==> config.mk <==
export PLATFORM = sky130hd
export DESIGN_NAME = operand_fetch
export DESIGN_NICKNAME = d
export VERILOG_FILES = /design/src/rtl/riscv_pkg.sv /design/src/rtl/operand_resolve.sv /design/src/rtl/operand_fetch.sv
export SDC_FILE = /design/constraint.sdc
export NUM_CORES = 1
export LEC_CHECK = 0
export CELL_PAD_IN_SITES_DETAIL_PLACEMENT = 1
export CELL_PAD_IN_SITES_GLOBAL_PLACEMENT = 1
export CORE_ASPECT_RATIO = 1.2
export CORE_UTILIZATION = 32
export CTS_CLUSTER_DIAMETER = 150
export DETAILED_ROUTE_END_ITERATION = 12
export PLACE_DENSITY_LB_ADDON = 0.2
export SLEW_MARGIN = 20
export SYNTH_ARGS = -nofsm -noshare
export SYNTH_HDL_FRONTEND = slang
export SYNTH_SLANG_ARGS = --single-unit
==> constraint.sdc <==
create_clock -name clk -period 4.3 [get_ports clk]
set_input_delay 0.645 -clock clk [delete_from_list [all_inputs] [get_ports clk]]
set_output_delay 0.645 -clock clk [all_outputs]
set_load 0.01 [all_outputs]
==> src/rtl/riscv_pkg.sv <==
// Shared core constants and types.
//   XLEN      : operand / register file data width
//   AW        : register address width
//   wb_port_t : writeback port bundle {we, waddr, wdata}, also used by the writeback stage
//   wb_hit()  : "does this write land on this source register" compare; x0 never matches
package riscv_pkg;

  localparam int XLEN = 32;
  localparam int AW   = 5;

  typedef struct packed {
    logic            we;
    logic [AW-1:0]   waddr;
    logic [XLEN-1:0] wdata;
  } wb_port_t;

  // x0 is hard-wired to zero, so a write to it must never be forwarded.
  function automatic logic wb_hit(input logic we, input logic [AW-1:0] waddr,
                                  input logic [AW-1:0] rs);
    return we && (waddr == rs) && (rs != '0);
  endfunction

endpackage

==> src/rtl/operand_resolve.sv <==
// Combinational per-operand resolver: x0 / last-write bypass / register file data.
// Ports:
//   rs        in  AW    source register index
//   rf_rdata  in  XLEN  register file read data for rs
//   lw_we, lw_waddr, lw_wdata  in  write that landed on the edge the read was sampled
//   val       out XLEN  resolved operand
//   hit       out 1     last write targets rs (rs != 0)
// Build option: OPFETCH_BYPASS_EN selects lw_wdata on a hit; otherwise the hit is
// only reported and the caller must re-read.
module operand_resolve
  import riscv_pkg::*;
(
  input  logic [AW-1:0]   rs,
  input  logic [XLEN-1:0] rf_rdata,
  input  logic            lw_we,
  input  logic [AW-1:0]   lw_waddr,
  input  logic [XLEN-1:0] lw_wdata,
  output logic [XLEN-1:0] val,
  output logic            hit
);

  assign hit = wb_hit(lw_we, lw_waddr, rs);

`ifdef OPFETCH_BYPASS_EN
  always_comb begin
    val = rf_rdata;
    if (rs == '0)  val = '0;
    else if (hit)  val = lw_wdata;
  end
`else
  logic unused_lw_wdata;
  assign unused_lw_wdata = ^lw_wdata;

  always_comb begin
    val = rf_rdata;
    if (rs == '0) val = '0;
  end
`endif

endmodule

==> src/rtl/operand_fetch.sv <==
// Operand-fetch stage between decode and execute.
// Drives the register file read ports (registered reads, 1-cycle latency), aligns the
// returned data with the instruction and resolves write/read hazards against the
// register file write port.
// Ports:
//   clk, rst                       clock, synchronous active-high reset
//   in_valid/in_ready              decode handshake; in_rs1, in_rs2, in_payload
//   rf_raddr1/2, rf_rdata1/2       register file read ports
//   wb_we, wb_waddr, wb_wdata      snoop of the register file write port
//   out_valid/out_ready            execute handshake; out_rs1_val, out_rs2_val, out_payload
// Handshake: a transfer happens on a rising edge where valid && ready; a producer holds
// valid and data stable until that edge; ready may depend combinationally on the
// consumer's ready.
// Build option: OPFETCH_BYPASS_EN enables the last-write bypass; without it a hit on a
// PEND source stalls PEND one cycle so the register file can be re-read.
module operand_fetch
  import riscv_pkg::*;
#(
  parameter int PW = 64
) (
  input  logic            clk,
  input  logic            rst,
  input  logic            in_valid,
  output logic            in_ready,
  input  logic [AW-1:0]   in_rs1,
  input  logic [AW-1:0]   in_rs2,
  input  logic [PW-1:0]   in_payload,
  output logic [AW-1:0]   rf_raddr1,
  output logic [AW-1:0]   rf_raddr2,
  input  logic [XLEN-1:0] rf_rdata1,
  input  logic [XLEN-1:0] rf_rdata2,
  input  logic            wb_we,
  input  logic [AW-1:0]   wb_waddr,
  input  logic [XLEN-1:0] wb_wdata,
  output logic            out_valid,
  input  logic            out_ready,
  output logic [XLEN-1:0] out_rs1_val,
  output logic [XLEN-1:0] out_rs2_val,
  output logic [PW-1:0]   out_payload
);

  // PEND slot: register file read in flight
  logic            pend_valid;
  logic [AW-1:0]   pend_rs1;
  logic [AW-1:0]   pend_rs2;
  logic [PW-1:0]   pend_payload;

  // OUT slot source indices, kept for the snoop
  logic [AW-1:0]   out_rs1;
  logic [AW-1:0]   out_rs2;

  // Write that committed on the most recent edge; the register file returned
  // pre-write data if the read shared that edge.
  wb_port_t        lw;

  logic            accepting;
  logic            pend_advances;
  logic            pend_hold;
  logic            hit1;
  logic            hit2;
  logic [XLEN-1:0] res1;
  logic [XLEN-1:0] res2;

  operand_resolve u_res1 (
    .rs       (pend_rs1),
    .rf_rdata (rf_rdata1),
    .lw_we    (lw.we),
    .lw_waddr (lw.waddr),
    .lw_wdata (lw.wdata),
    .val      (res1),
    .hit      (hit1)
  );

  operand_resolve u_res2 (
    .rs       (pend_rs2),
    .rf_rdata (rf_rdata2),
    .lw_we    (lw.we),
    .lw_waddr (lw.waddr),
    .lw_wdata (lw.wdata),
    .val      (res2),
    .hit      (hit2)
  );

`ifdef OPFETCH_BYPASS_EN
  logic unused_hits;
  assign unused_hits = hit1 | hit2;
  assign pend_hold   = 1'b0;
`else
  // The read data is stale on a hit; stay in PEND and re-read next cycle.
  assign pend_hold = pend_valid && (hit1 || hit2);
`endif

  assign pend_advances = pend_valid && !pend_hold && (!out_valid || out_ready);
  assign in_ready      = !rst && (!pend_valid || pend_advances);
  assign accepting     = in_valid && in_ready;

  // A stalled PEND keeps re-reading its own sources so the data stays current.
  assign rf_raddr1 = rst ? '0 : (accepting ? in_rs1 : pend_rs1);
  assign rf_raddr2 = rst ? '0 : (accepting ? in_rs2 : pend_rs2);

  always_ff @(posedge clk) begin
    if (rst) begin
      pend_valid   <= 1'b0;
      pend_rs1     <= '0;
      pend_rs2     <= '0;
      pend_payload <= '0;
      lw           <= '0;
    end else begin
      lw <= '{we: wb_we, waddr: wb_waddr, wdata: wb_wdata};
      if (accepting) begin
        pend_valid   <= 1'b1;
        pend_rs1     <= in_rs1;
        pend_rs2     <= in_rs2;
        pend_payload <= in_payload;
      end else if (pend_advances) begin
        pend_valid <= 1'b0;
      end
    end
  end

  // A write committing on the same edge the operands move into OUT is not yet
  // visible to PEND's resolution, so it is folded in on load as well as while held.
  always_ff @(posedge clk) begin
    if (rst) begin
      out_valid   <= 1'b0;
      out_rs1     <= '0;
      out_rs2     <= '0;
      out_rs1_val <= '0;
      out_rs2_val <= '0;
      out_payload <= '0;
    end else if (pend_advances) begin
      out_valid   <= 1'b1;
      out_rs1     <= pend_rs1;
      out_rs2     <= pend_rs2;
      out_payload <= pend_payload;
      out_rs1_val <= wb_hit(wb_we, wb_waddr, pend_rs1) ? wb_wdata : res1;
      out_rs2_val <= wb_hit(wb_we, wb_waddr, pend_rs2) ? wb_wdata : res2;
    end else if (out_valid && out_ready) begin
      out_valid <= 1'b0;
    end else if (out_valid) begin
      if (wb_hit(wb_we, wb_waddr, out_rs1)) out_rs1_val <= wb_wdata;
      if (wb_hit(wb_we, wb_waddr, out_rs2)) out_rs2_val <= wb_wdata;
    end
  end

endmodule

==> qor_table.md, run 1 <==
| Parameter | This run | Unit |
|:---|:---|:---|
| Half-perimeter wire length after detailed placement | 20700 | µm |
| Share of total power in sequential cells | 41.3 | % |
| Largest incremental delay on the critical path | 0.67 | ns |
| Number of standard cells in the layout, taps in and fillers out | 1529 | - |
| Area growth, synth to finish | 52.8 | % |
| Unrepaired setup endpoints after global routing | false | - |
| Fraction of the yosys area taken by sequential cells | 53.6 | % |
| Clk network pwr share | 43.1 | % |
| Final worst clock skew | 0.0191 | ns |
| Critical Path Slowest Stage Cell | sky130_fd_sc_hd__o311ai_4 | - |
| Global Route met1 Usage | 26.3 | % |
| Combinational share of power | 15.6 | % |
| Syn Inst Count | 901 | - |
| Result of the run | completed | - |
| Total leakage power | 4.52 | nW |
| Total net switching power | 1.36 | mW |
| Global-route wire length before repair | 45700 | µm |
| Largest net degree at the start of global routing | 88 | - |
| Peak clock frequency supported by timing | 244 | MHz |
| Number of design rule violations left after detail routing | 0 | - |
| Routed wire length | 30000 | µm |
| Root Buffer | sky130_fd_sc_hd__clkbuf_16 | - |
| Worst slew margin | 32.0 | % |
| Data arrival time of the critical path | 3.45 | ns |
| Die Area | 0.0263 | mm² |
| Starting density of the core | 32.9 | % |
| Number of buffers inserted during clock tree synthesis | 24 | - |
| Chip width | 148 | µm |
| Drt pass-1 iters | 4 | - |
| Mean instance size in the synthesized netlist | 9.12 | µm² |
| Bufs on Longest Clock Path | 3 | - |
| Area of the mapped netlist | 0.00822 | mm² |
| Ys flop type | sky130_fd_sc_hd__dfxtp_1 | - |
| Setup Buffers After CTS | 0 | - |
| Met2 usage | 38.8 | % |
| Total via count after detailed routing | 7926 | - |
| CP endpoint kind | output port | - |
| Post-placement cell area | 0.0116 | mm² |
| Design area | 0.0126 | mm² |
| Worst min path class | register to register | - |
| Post-synth EDFFs | 0 | - |
| Routed length per instance | 19.6 | µm |
| Final Max Tran Viols | 0 | - |
| Area taken by multi-input logic gates | 0.00351 | mm² |
| Post-synth ARST share | 0 | % |
| Clock sinks | 220 | - |
| Final-report setup violation count | 0 | - |
| Portion of the clock cycle consumed by the worst path in the final layout | 95.3 | % |
| Number of filler cells placed in the layout | 2788 | - |
| Remaining global-route overflow | 0 | - |
| Via density per instance | 5.18 | - |
| Initial antenna violation count | 3 | - |
| Net count after synthesis | 1081 | - |
| Count of state elements after synthesis | 220 | - |
| Clk Latency, worst-skew pair | 0.52 | ns |
| Transition time at the pin with the least slew margin | 1.02 | ns |
| Post-cts repair resize count | 0 | - |
| Critical Setup Path Class | register to output port | - |
| Total of hold buffers inserted after clock tree synthesis | 0 | - |
| Layout net count | 1366 | - |
| Clock-pin slew on the worst setup and hold paths | 0.06 | ns |
| TritonCTS clock tree | yes | - |
| Drt initial violations | 189 | - |
| ANT cells | 0 | - |
| Row count | 63 | - |
| Number of unique standard cell types used by synthesis | 43 | - |
| Proportion of layout cells with a drive suffix above 1 | 6.23 | % |
| Net Sw Frac | 25.1 | % |
| Final-report hold violation count | 0 | - |
| Buf+Inv Stages, Crit Path | 1 | - |
| Post-DRT Antenna Nets | 0 | - |
| Peak fanout along the critical path | 13 | - |
| Data required time of the critical path | 3.65 | ns |
| DP Worst Slack | 0.531 | ns |
| Yosys warnings | 0 | - |
| Minimum period implied by the final worst setup slack | 4.10 | ns |
| Power per standard cell area | 433 | mW/mm² |
| Met3 Track Usage GR | 6.20 | % |
| Total area of sequential cells | 0.00440 | mm² |
| Setup_tns | 0 | ns |
| Peak VDD IR | 295 | µV |
| Num ports | 320 | - |
| Maximum level of the CTS H-tree | 1 | - |
| GRT Util Overall | 22.2 | % |
| Startpoint types | register | - |
| CP Cell Sequence | xnor2_1, nand4_1, o311ai_4, o21ai_2, a21oi_4, a22o_1, clkdlybuf4s50_1 | - |
| Final estimated routing congestion in global placement | 0.772 | - |
| Category of cells accounting for the largest share of critical-path delay | compound AO/OA/AOI/OAI gates | - |
| # port buffers | 319 | - |
| Height of the chip | 178 | µm |
| Final Worst Setup Slack | 0.204 | ns |
| Instance count after placement with tap cells included | 1485 | - |
| Floorplan core area | 0.0250 | mm² |
| Internal power of the cells | 4.07 | mW |
| Maxcap violations | 0 | - |
| Most used routing layer in global routing | met2 | - |
| Via count of the first global-routing pass | 8241 | - |
flip-flops by register name, summed over array words and instances (netlist names):
signal        flops
pend_rs1          5
out_rs1           5
pend_valid        1
out_rs2_val      32
lw                6
pend_rs2          5
out_rs2           5
out_valid         1
out_rs1_val      32
out_payload      64
pend_payload     64
path summary, 6_finish.rpt:
check                           startpoint                            to  slack [ns]  cells after the start
max                    pend_rs2[3]$_DFF_P_                  rf_raddr2[4]        0.20                      7
min          pend_payload[47]$_SDFFE_PP0N_  out_payload[47]$_SDFFE_PP0N_        0.44                      2
max reg2reg            pend_rs1[0]$_DFF_P_  out_rs1_val[17]$_SDFFE_PP0P_        1.40                      6
min reg2reg  pend_payload[47]$_SDFFE_PP0N_  out_payload[47]$_SDFFE_PP0N_        0.44                      2
logic make-up after synthesis:
family,count (synthesis),synth area share [%]
and+or+nand+nor,338,17.8
AOI/OAI and AO/OA,237,21.3
DFF,220,53.6
buffers and inverters,78,4.26
xor gates and xnor gates,28,2.98
cells in the final DEF, fill, tap and decap left out, types with 3 or more instances in the layout:
| cell type | instances |
|---|---|
| sky130_fd_sc_hd__xnor2_1 | 22 |
| sky130_fd_sc_hd__and2_1 | 3 |
| sky130_fd_sc_hd__dfxtp_1 | 220 |
| sky130_fd_sc_hd__nor2b_1 | 5 |
| sky130_fd_sc_hd__nor2_1 | 59 |
| sky130_fd_sc_hd__a21oi_1 | 85 |
| sky130_fd_sc_hd__buf_4 | 16 |
| sky130_fd_sc_hd__nor3_1 | 34 |
| sky130_fd_sc_hd__bufinv_16 | 5 |
| sky130_fd_sc_hd__xor2_1 | 6 |
| sky130_fd_sc_hd__clkdlybuf4s50_1 | 318 |
| sky130_fd_sc_hd__a22oi_1 | 5 |
| sky130_fd_sc_hd__a32oi_1 | 4 |
| sky130_fd_sc_hd__clkbuf_16 | 25 |
| sky130_fd_sc_hd__a221oi_1 | 28 |
| sky130_fd_sc_hd__clkinv_2 | 4 |
| sky130_fd_sc_hd__a22o_1 | 74 |
| sky130_fd_sc_hd__nand4_1 | 3 |
| sky130_fd_sc_hd__a311oi_1 | 27 |
| sky130_fd_sc_hd__clkbuf_8 | 7 |
| sky130_fd_sc_hd__nand3_1 | 17 |
| sky130_fd_sc_hd__nand2_1 | 200 |
worst reg2reg max path: stages, from the launching register on:
cell	delay [ns]
sky130_fd_sc_hd__dfxtp_1	0.39
sky130_fd_sc_hd__or4_4	0.61
sky130_fd_sc_hd__nor2_8	0.15
sky130_fd_sc_hd__or3_1	0.29
sky130_fd_sc_hd__nand3_2	0.66
sky130_fd_sc_hd__a221oi_1	0.56
sky130_fd_sc_hd__nor3_1	0.09
power groups by stage:
stage                     Combinational [mW]  Sequential (mW)  Clock (mW)
after floorplan                        0.364             2.31           0
after global placement                 0.842             2.28           0
after detailed placement               0.855             2.29           0
after CTS                              0.860             2.24        2.39
after global routing                   0.918             2.26        2.49
final                                  0.849             2.24        2.34
stage by stage:
step,power [mW],utilization (%),hold WS (ns)
floorplan,2.67,-,0.432
global placement,3.12,46.6,0.439
detailed placement,3.14,46.6,0.445
CTS,5.50,50.3,0.454
global route,5.66,50.3,0.469
finish,5.43,50.3,0.445
layer usage:
| metal | wire (µm) | vias to the layer above |
|---|---|---|
| met3 | 2410 | 51 |
| met1 | 12500 | 3818 |
| met4 | 749 | 6 |
| li1 | - | 3764 |
| met2 | 14300 | 287 |
| met5 | 40 | - |
synth_stat cells (all sizes together), types with 3 or more instances:
library cell	count	share of area, %
dfxtp	220	54
nand2	201	9.2
a21oi	86	5.2
a22o	74	7.9
nor2	61	3.0
buf	40	2.5
clkbuf	36	1.6
nor3	36	2.5
a221oi	28	3.0
a311oi	27	2.9
xnor2	22	2.3
nand3	19	1.3
xor2	6	0.64
a22oi	5	0.46
nor2b	5	0.38
a32oi	4	0.43
o21ai	4	0.33
and2	3	0.23
nand4	3	0.23
nor4	3	0.41
area by class of cell:
cell class | count | share of cell area, %
Timing Repair Buffer | 335 | 26.5
Clock buffer | 34 | 5.81
Inverter | 2 | 0.0598
Multi-Input combinational cell | 603 | 27.9
Tap cell | 325 | 3.24
Clock inverter | 10 | 1.42
Sequential cell | 220 | 35.1
(Power assumes the default switching activity.)
==> run 2: changes to the inputs <==
--- a/config.mk
+++ b/config.mk
@@ -8,6 +8,7 @@
 export CELL_PAD_IN_SITES_DETAIL_PLACEMENT = 1
 export CELL_PAD_IN_SITES_GLOBAL_PLACEMENT = 1
 export CORE_ASPECT_RATIO = 1.2
+export CORE_MARGIN = 2
 export CORE_UTILIZATION = 32
 export CTS_CLUSTER_DIAMETER = 150
 export DETAILED_ROUTE_END_ITERATION = 12
==> qor_table.md, run 2 (synthesis gave the netlist of run 1 again) <==
| Parameter | This run | Unit |
|:---|:---|:---|
| Global-route wire length before repair | 46900 | µm |
| Half-perimeter wire length after detailed placement | 21300 | µm |
| Row count | 64 | - |
| Root Buffer | sky130_fd_sc_hd__clkbuf_16 | - |
| Portion of the clock cycle consumed by the worst path in the final layout | 91.0 | % |
| Clock sinks | 220 | - |
| CP Cell Sequence | xnor2_1, nand4_1, nor3_4, o21ai_2, a21oi_4, a22o_1, clkdlybuf4s50_1 | - |
| Critical Setup Path Class | register to output port | - |
| Final estimated routing congestion in global placement | 0.764 | - |
| Starting density of the core | 32.4 | % |
| Beginning of the critical path | pend_rs1[2]$_DFF_P_ | - |
| Chip width | 150 | µm |
| ANT cells | 0 | - |
| Power per standard cell area | 401 | mW/mm² |
| DP Worst Slack | 0.457 | ns |
| Layout net count | 1375 | - |
| Number of design rule violations left after detail routing | 0 | - |
| Worst min path class | register to register | - |
| Total net switching power | 1.31 | mW |
| Maxcap violations | 0 | - |
| Hold Path Origin | pend_payload[51]$_SDFFE_PP0N_ | - |
| Startpoint types | register | - |
| Unrepaired setup endpoints after global routing | false | - |
| Post-cts repair resize count | 0 | - |
| Num ports | 320 | - |
| Largest net degree at the start of global routing | 79 | - |
| Number of buffers inserted during clock tree synthesis | 23 | - |
| Final Worst Setup Slack | 0.387 | ns |
| Result of the run | completed | - |
| Floorplan core area | 0.0254 | mm² |
| CP endpoint kind | output port | - |
| Routed wire length | 30800 | µm |
| Clk Latency, worst-skew pair | 0.50 | ns |
| Height of the chip | 180 | µm |
| Bufs on Longest Clock Path | 3 | - |
| Final-report hold violation count | 0 | - |
| Clk network pwr share | 37.8 | % |
| Largest registers in the final layout | out_payload: 64 flops, pend_payload: 64 flops | - |
| Data required time of the critical path | 3.65 | ns |
| TritonCTS clock tree | yes | - |
| Initial antenna violation count | 0 | - |
| Most frequent standard cell in the layout excluding fill and tap cells | sky130_fd_sc_hd__clkdlybuf4s50_1 | - |
| Total leakage power | 4.46 | nW |
| Drt initial violations | 181 | - |
| Peak VDD IR | 274 | µV |
| Maximum level of the CTS H-tree | 1 | - |
| Clock-pin slew on the worst setup and hold paths | 0.07 | ns |
| Peak fanout along the critical path | 11 | - |
| Net Sw Frac | 26.2 | % |
| Via density per instance | 5.15 | - |
| Area growth, synth to finish | 51.4 | % |
| Minimum period implied by the final worst setup slack | 3.91 | ns |
| # port buffers | 319 | - |
| Proportion of layout cells with a drive suffix above 1 | 6.29 | % |
| Share of total power in sequential cells | 44.9 | % |
| Startpoint of the lowest-slack register-to-register path | pend_rs1[0]$_DFF_P_ | - |
| Worst slew margin | 37.2 | % |
| Via count of the first global-routing pass | 8154 | - |
| Largest incremental delay on the critical path | 0.58 | ns |
| Combinational share of power | 17.2 | % |
| Post-DRT Antenna Nets | 0 | - |
| Total via count after detailed routing | 7930 | - |
| Final worst clock skew | 0.00863 | ns |
| Transition time at the pin with the least slew margin | 0.942 | ns |
| Remaining global-route overflow | 0 | - |
| Critical Path Slowest Stage Cell | sky130_fd_sc_hd__clkdlybuf4s50_1 | - |
| GRT Util Overall | 21.8 | % |
| Data arrival time of the critical path | 3.27 | ns |
| Routed length per instance | 20.0 | µm |
| Final Max Tran Viols | 0 | - |
| Internal power of the cells | 3.68 | mW |
| Final-report setup violation count | 0 | - |
| Die Area | 0.0270 | mm² |
| Leading cell types in the layout, fill and taps excluded | sky130_fd_sc_hd__clkdlybuf4s50_1 (318), sky130_fd_sc_hd__dfxtp_1 (220), sky130_fd_sc_hd__nand2_1 (200), sky130_fd_sc_hd__a21oi_1 (85), sky130_fd_sc_hd__a22o_1 (74) | - |
| Peak clock frequency supported by timing | 256 | MHz |
| Drt pass-1 iters | 5 | - |
| Core utilization of the finished layout | 49.0 | % |
| Setup_tns | 0 | ns |
run 2: per-stage QoR:
step | power, mW | instances | hold slack (ns) | area (µm²)
6_report | 4.99 | 1539 | 0.451 | 12400
3_5_place_dp | 3.15 | 1497 | 0.446 | 11700
5_1_grt | 5.23 | 1539 | 0.470 | 12400
4_1_cts | 5.07 | 1536 | 0.456 | 12400
2_1_floorplan | 2.67 | 901 | 0.432 | 8220
3_3_place_gp | 3.13 | 1497 | 0.438 | 11700
run 2: worst paths after layout:
path                                   to  slack [ns]  cells past startpoint
max                          rf_raddr2[1]        0.39                      7
min          out_payload[51]$_SDFFE_PP0N_        0.45                      2
max reg2reg   out_rs1_val[3]$_SDFFE_PP0P_        1.36                      6
min reg2reg  out_payload[51]$_SDFFE_PP0N_        0.45                      2
run 2: repair_timing:
item	in CTS	in global routing
endpoints found under the setup margin	0	10
hold buffers	0	0
setup buffers	0	2
run 2: area by class of cell:
| type | instances | area (µm²) |
|---|---|---|
| multi-input combinational | 604 | 3520 |
| clock buffer | 35 | 681 |
| timing repair buffer | 344 | 3400 |
| tap | 330 | 413 |
| sequential | 220 | 4400 |
| fill | 2870 | 12900 |
| inverter | 2 | 7.51 |
| clock inverter | 4 | 20.0 |
run 2: routing by layer:
| layer | routed length [µm] | share of wire [%] | vias up | track usage (%) |
|---|---|---|---|---|
| met1 | 12500 | 41 | 3846 | 25.6 |
| met2 | 15200 | 49 | 264 | 39.0 |
| met3 | 2370 | 7.7 | 41 | 5.46 |
| met5 | 0 | 0 | - | 0 |
| li1 | - | - | 3779 | - |
| met4 | 701 | 2.3 | 0 | 5.58 |
run 2: critical path, delay by kind of cell, from the launching register on:
family	cells	cell delay (ns)
xor gates and xnor gates	1	0.16
and+or+nand+nor	2	0.72
AOI/OAI and AO/OA	3	0.84
DFF	1	0.46
buffers and inverters	1	0.58
run 2: power by group through the flow:
stage	logic [mW]	registers, mW	clock network [mW]
6_report	0.860	2.24	1.89
5_1_grt	0.936	2.26	2.03
4_1_cts	0.868	2.24	1.95
3_5_place_dp	0.861	2.29	0
3_3_place_gp	0.848	2.28	0
2_1_floorplan	0.364	2.31	0
==> run 3: changes to the inputs <==
--- a/config.mk
+++ b/config.mk
@@ -12,6 +12,7 @@
 export CORE_UTILIZATION = 32
 export CTS_CLUSTER_DIAMETER = 150
 export DETAILED_ROUTE_END_ITERATION = 12
+export GPL_TIMING_DRIVEN = 0
 export PLACE_DENSITY_LB_ADDON = 0.2
 export SLEW_MARGIN = 20
 export SYNTH_ARGS = -nofsm -noshare
==> qor_table.md, run 3 (synthesis gave the netlist of run 1 again) <==
| Parameter | This run | Unit |
|:---|:---|:---|
| Data required time of the critical path | 3.65 | ns |
| Transition time at the pin with the least slew margin | 0.769 | ns |
| Setup_tns | 0 | ns |
| # port buffers | 314 | - |
| Largest net degree at the start of global routing | 14 | - |
| Initial antenna violation count | 1 | - |
| Register-to-register setup slack | 1.52 | ns |
| Maximum level of the CTS H-tree | 1 | - |
| TritonCTS clock tree | yes | - |
| Depth of the worst register-to-register path | 8 | - |
| Reg-to-Reg End | out_rs1_val[21]$_SDFFE_PP0P_ | - |
| Row count | 64 | - |
| Number of buffers inserted during clock tree synthesis | 24 | - |
| Final estimated routing congestion in global placement | 0.795 | - |
| Result of the run | completed | - |
| Hold Path Origin | pend_payload[55]$_SDFFE_PP0N_ | - |
| Total leakage power | 4.56 | nW |
| Final Worst Setup Slack | 0.181 | ns |
| Via density per instance | 5.14 | - |
| Startpoint types | register | - |
| Final Max Tran Viols | 0 | - |
| Min-Delay Endpoint | out_payload[55]$_SDFFE_PP0N_ | - |
| GRT Util Overall | 23.0 | % |
| Peak VDD IR | 241 | µV |
| CP endpoint kind | output port | - |
| Num ports | 320 | - |
| Peak clock frequency supported by timing | 243 | MHz |
| Floorplan core area | 0.0254 | mm² |
| Final-report hold violation count | 0 | - |
| Bufs on Longest Clock Path | 3 | - |
| Layout net count | 1423 | - |
| Half-perimeter wire length after detailed placement | 24100 | µm |
| Most frequent standard cell in the layout excluding fill and tap cells | sky130_fd_sc_hd__clkdlybuf4s50_1 | - |
| Peak fanout along the critical path | 10 | - |
| Startpoint of the lowest-slack register-to-register path | pend_rs1[1]$_DFF_P_ | - |
| Remaining global-route overflow | 0 | - |
| Final-report setup violation count | 0 | - |
| Via count of the first global-routing pass | 8491 | - |
| Chip width | 150 | µm |
| Total of hold buffers inserted after clock tree synthesis | 0 | - |
| Unrepaired setup endpoints after global routing | false | - |
| Global-route wire length before repair | 48700 | µm |
| DP Worst Slack | 0.264 | ns |
| Critical Setup Path Class | register to output port | - |
| Routed length per instance | 20.2 | µm |
| Worst min path class | register to register | - |
| Maxcap violations | 0 | - |
| Total via count after detailed routing | 8174 | - |
| Post-DRT Antenna Nets | 0 | - |
| Die Area | 0.0270 | mm² |
| Proportion of layout cells with a drive suffix above 1 | 6.83 | % |
| Leading cell types in the layout, fill and taps excluded | sky130_fd_sc_hd__clkdlybuf4s50_1 (314), sky130_fd_sc_hd__dfxtp_1 (219), sky130_fd_sc_hd__nand2_1 (200), sky130_fd_sc_hd__a21oi_1 (86), sky130_fd_sc_hd__a22o_1 (74) | - |
| Height of the chip | 180 | µm |
| Worst slew margin | 48.7 | % |
| Final worst clock skew | 0.0121 | ns |
| Power per standard cell area | 415 | mW/mm² |
| Clk Latency, worst-skew pair | 0.52 | ns |
| Drt initial violations | 265 | - |
| Routed wire length | 32100 | µm |
| Minimum period implied by the final worst setup slack | 4.12 | ns |
| Clock sinks | 220 | - |
| Root Buffer | sky130_fd_sc_hd__clkbuf_16 | - |
| Data arrival time of the critical path | 3.47 | ns |
| Clock-pin slew on the worst setup and hold paths | 0.06 | ns |
| Drt pass-1 iters | 4 | - |
| Area growth, synth to finish | 53.2 | % |
| Number of design rule violations left after detail routing | 0 | - |
| Hold Crit Depth | 2 | - |
| Starting density of the core | 32.4 | % |
| Portion of the clock cycle consumed by the worst path in the final layout | 95.8 | % |
| Largest registers in the final layout | out_payload: 64 flops, pend_payload: 64 flops | - |
==> run 3: through the flow <==
stage / utilization, % / hold slack (ns) / cells / cell area [µm²] / power (mW)
floorplan: - / 0.432 / 901 / 8220 / 2.67
global placement: 46.4 / 0.438 / 1545 / 11800 / 3.15
finish: 49.6 / 0.451 / 1591 / 12600 / 5.23
CTS: 49.6 / 0.454 / 1590 / 12600 / 5.28
global route: 49.6 / 0.472 / 1591 / 12600 / 5.44
detailed placement: 46.4 / 0.445 / 1545 / 11800 / 3.17
==> run 3: timing repair <==
action / in CTS / in global routing
resized for setup: 0 / 2
pin swaps: 2 / 0
buffers inserted: 2 / 0
setup endpoints to repair: 10 / 1
==> run 3: worst max path at each step <==
stage,start,to,slack [ns]
after floorplan,pend_rs1[0]$_DFF_P_,rf_raddr1[0],1.62
after global placement,out_ready,rf_raddr1[0],0.27
after detailed placement,out_ready,rf_raddr1[0],0.26
after CTS,pend_rs1[4]$_DFF_P_,in_ready,0.06
after global routing,pend_rs1[0]$_DFF_P_,rf_raddr1[0],0.007
final,pend_rs1[1]$_DFF_P_,rf_raddr1[0],0.18
==> run 3: area by class of cell <==
cell class | count | area, µm²
Tap cell | 330 | 413
Antenna cell | 1 | 2.50
Buffer | 76 | 343
Clock inverter | 8 | 92.6
Timing Repair Buffer | 316 | 3160
Inverter | 2 | 7.51
Sequential cell | 220 | 4410
Multi-Input combinational cell | 603 | 3470
Clock buffer | 35 | 703
Fill cell | 2894 | 12800
==> run 3: layer usage <==
| layer | vias up | share of wire [%] | wire length [µm] | track usage (%) |
|---|---|---|---|---|
| met3 | 37 | 7.7 | 2470 | 6.12 |
| li1 | 3884 | - | - | - |
| met5 | - | 0 | 0 | 0 |
| met1 | 3990 | 40 | 13000 | 26.2 |
| met2 | 263 | 50 | 16100 | 42.2 |
| met4 | 0 | 1.7 | 556 | 5.17 |
==> run 3: power by group <==
part / internal (mW) / total [mW] / leakage (nW) / switching, mW
clock: 1.25 / 2.11 / 0.392 / 0.854
sequential: 2.17 / 2.25 / 1.80 / 0.0814
combinational: 0.435 / 0.874 / 2.36 / 0.438
==> run 3: critical path: stages, from the launching register on <==
cell and delay (ns):
sky130_fd_sc_hd__dfxtp_1 0.39, sky130_fd_sc_hd__or4_4 0.58, sky130_fd_sc_hd__nor2_8 0.15, sky130_fd_sc_hd__nor3_4 0.06, sky130_fd_sc_hd__o21ai_2 0.18, sky130_fd_sc_hd__nor3b_2 0.21, sky130_fd_sc_hd__buf_2 0.33, sky130_fd_sc_hd__buf_2 0.29
sky130_fd_sc_hd__a22o_1 0.18, sky130_fd_sc_hd__clkdlybuf4s50_1 0.58
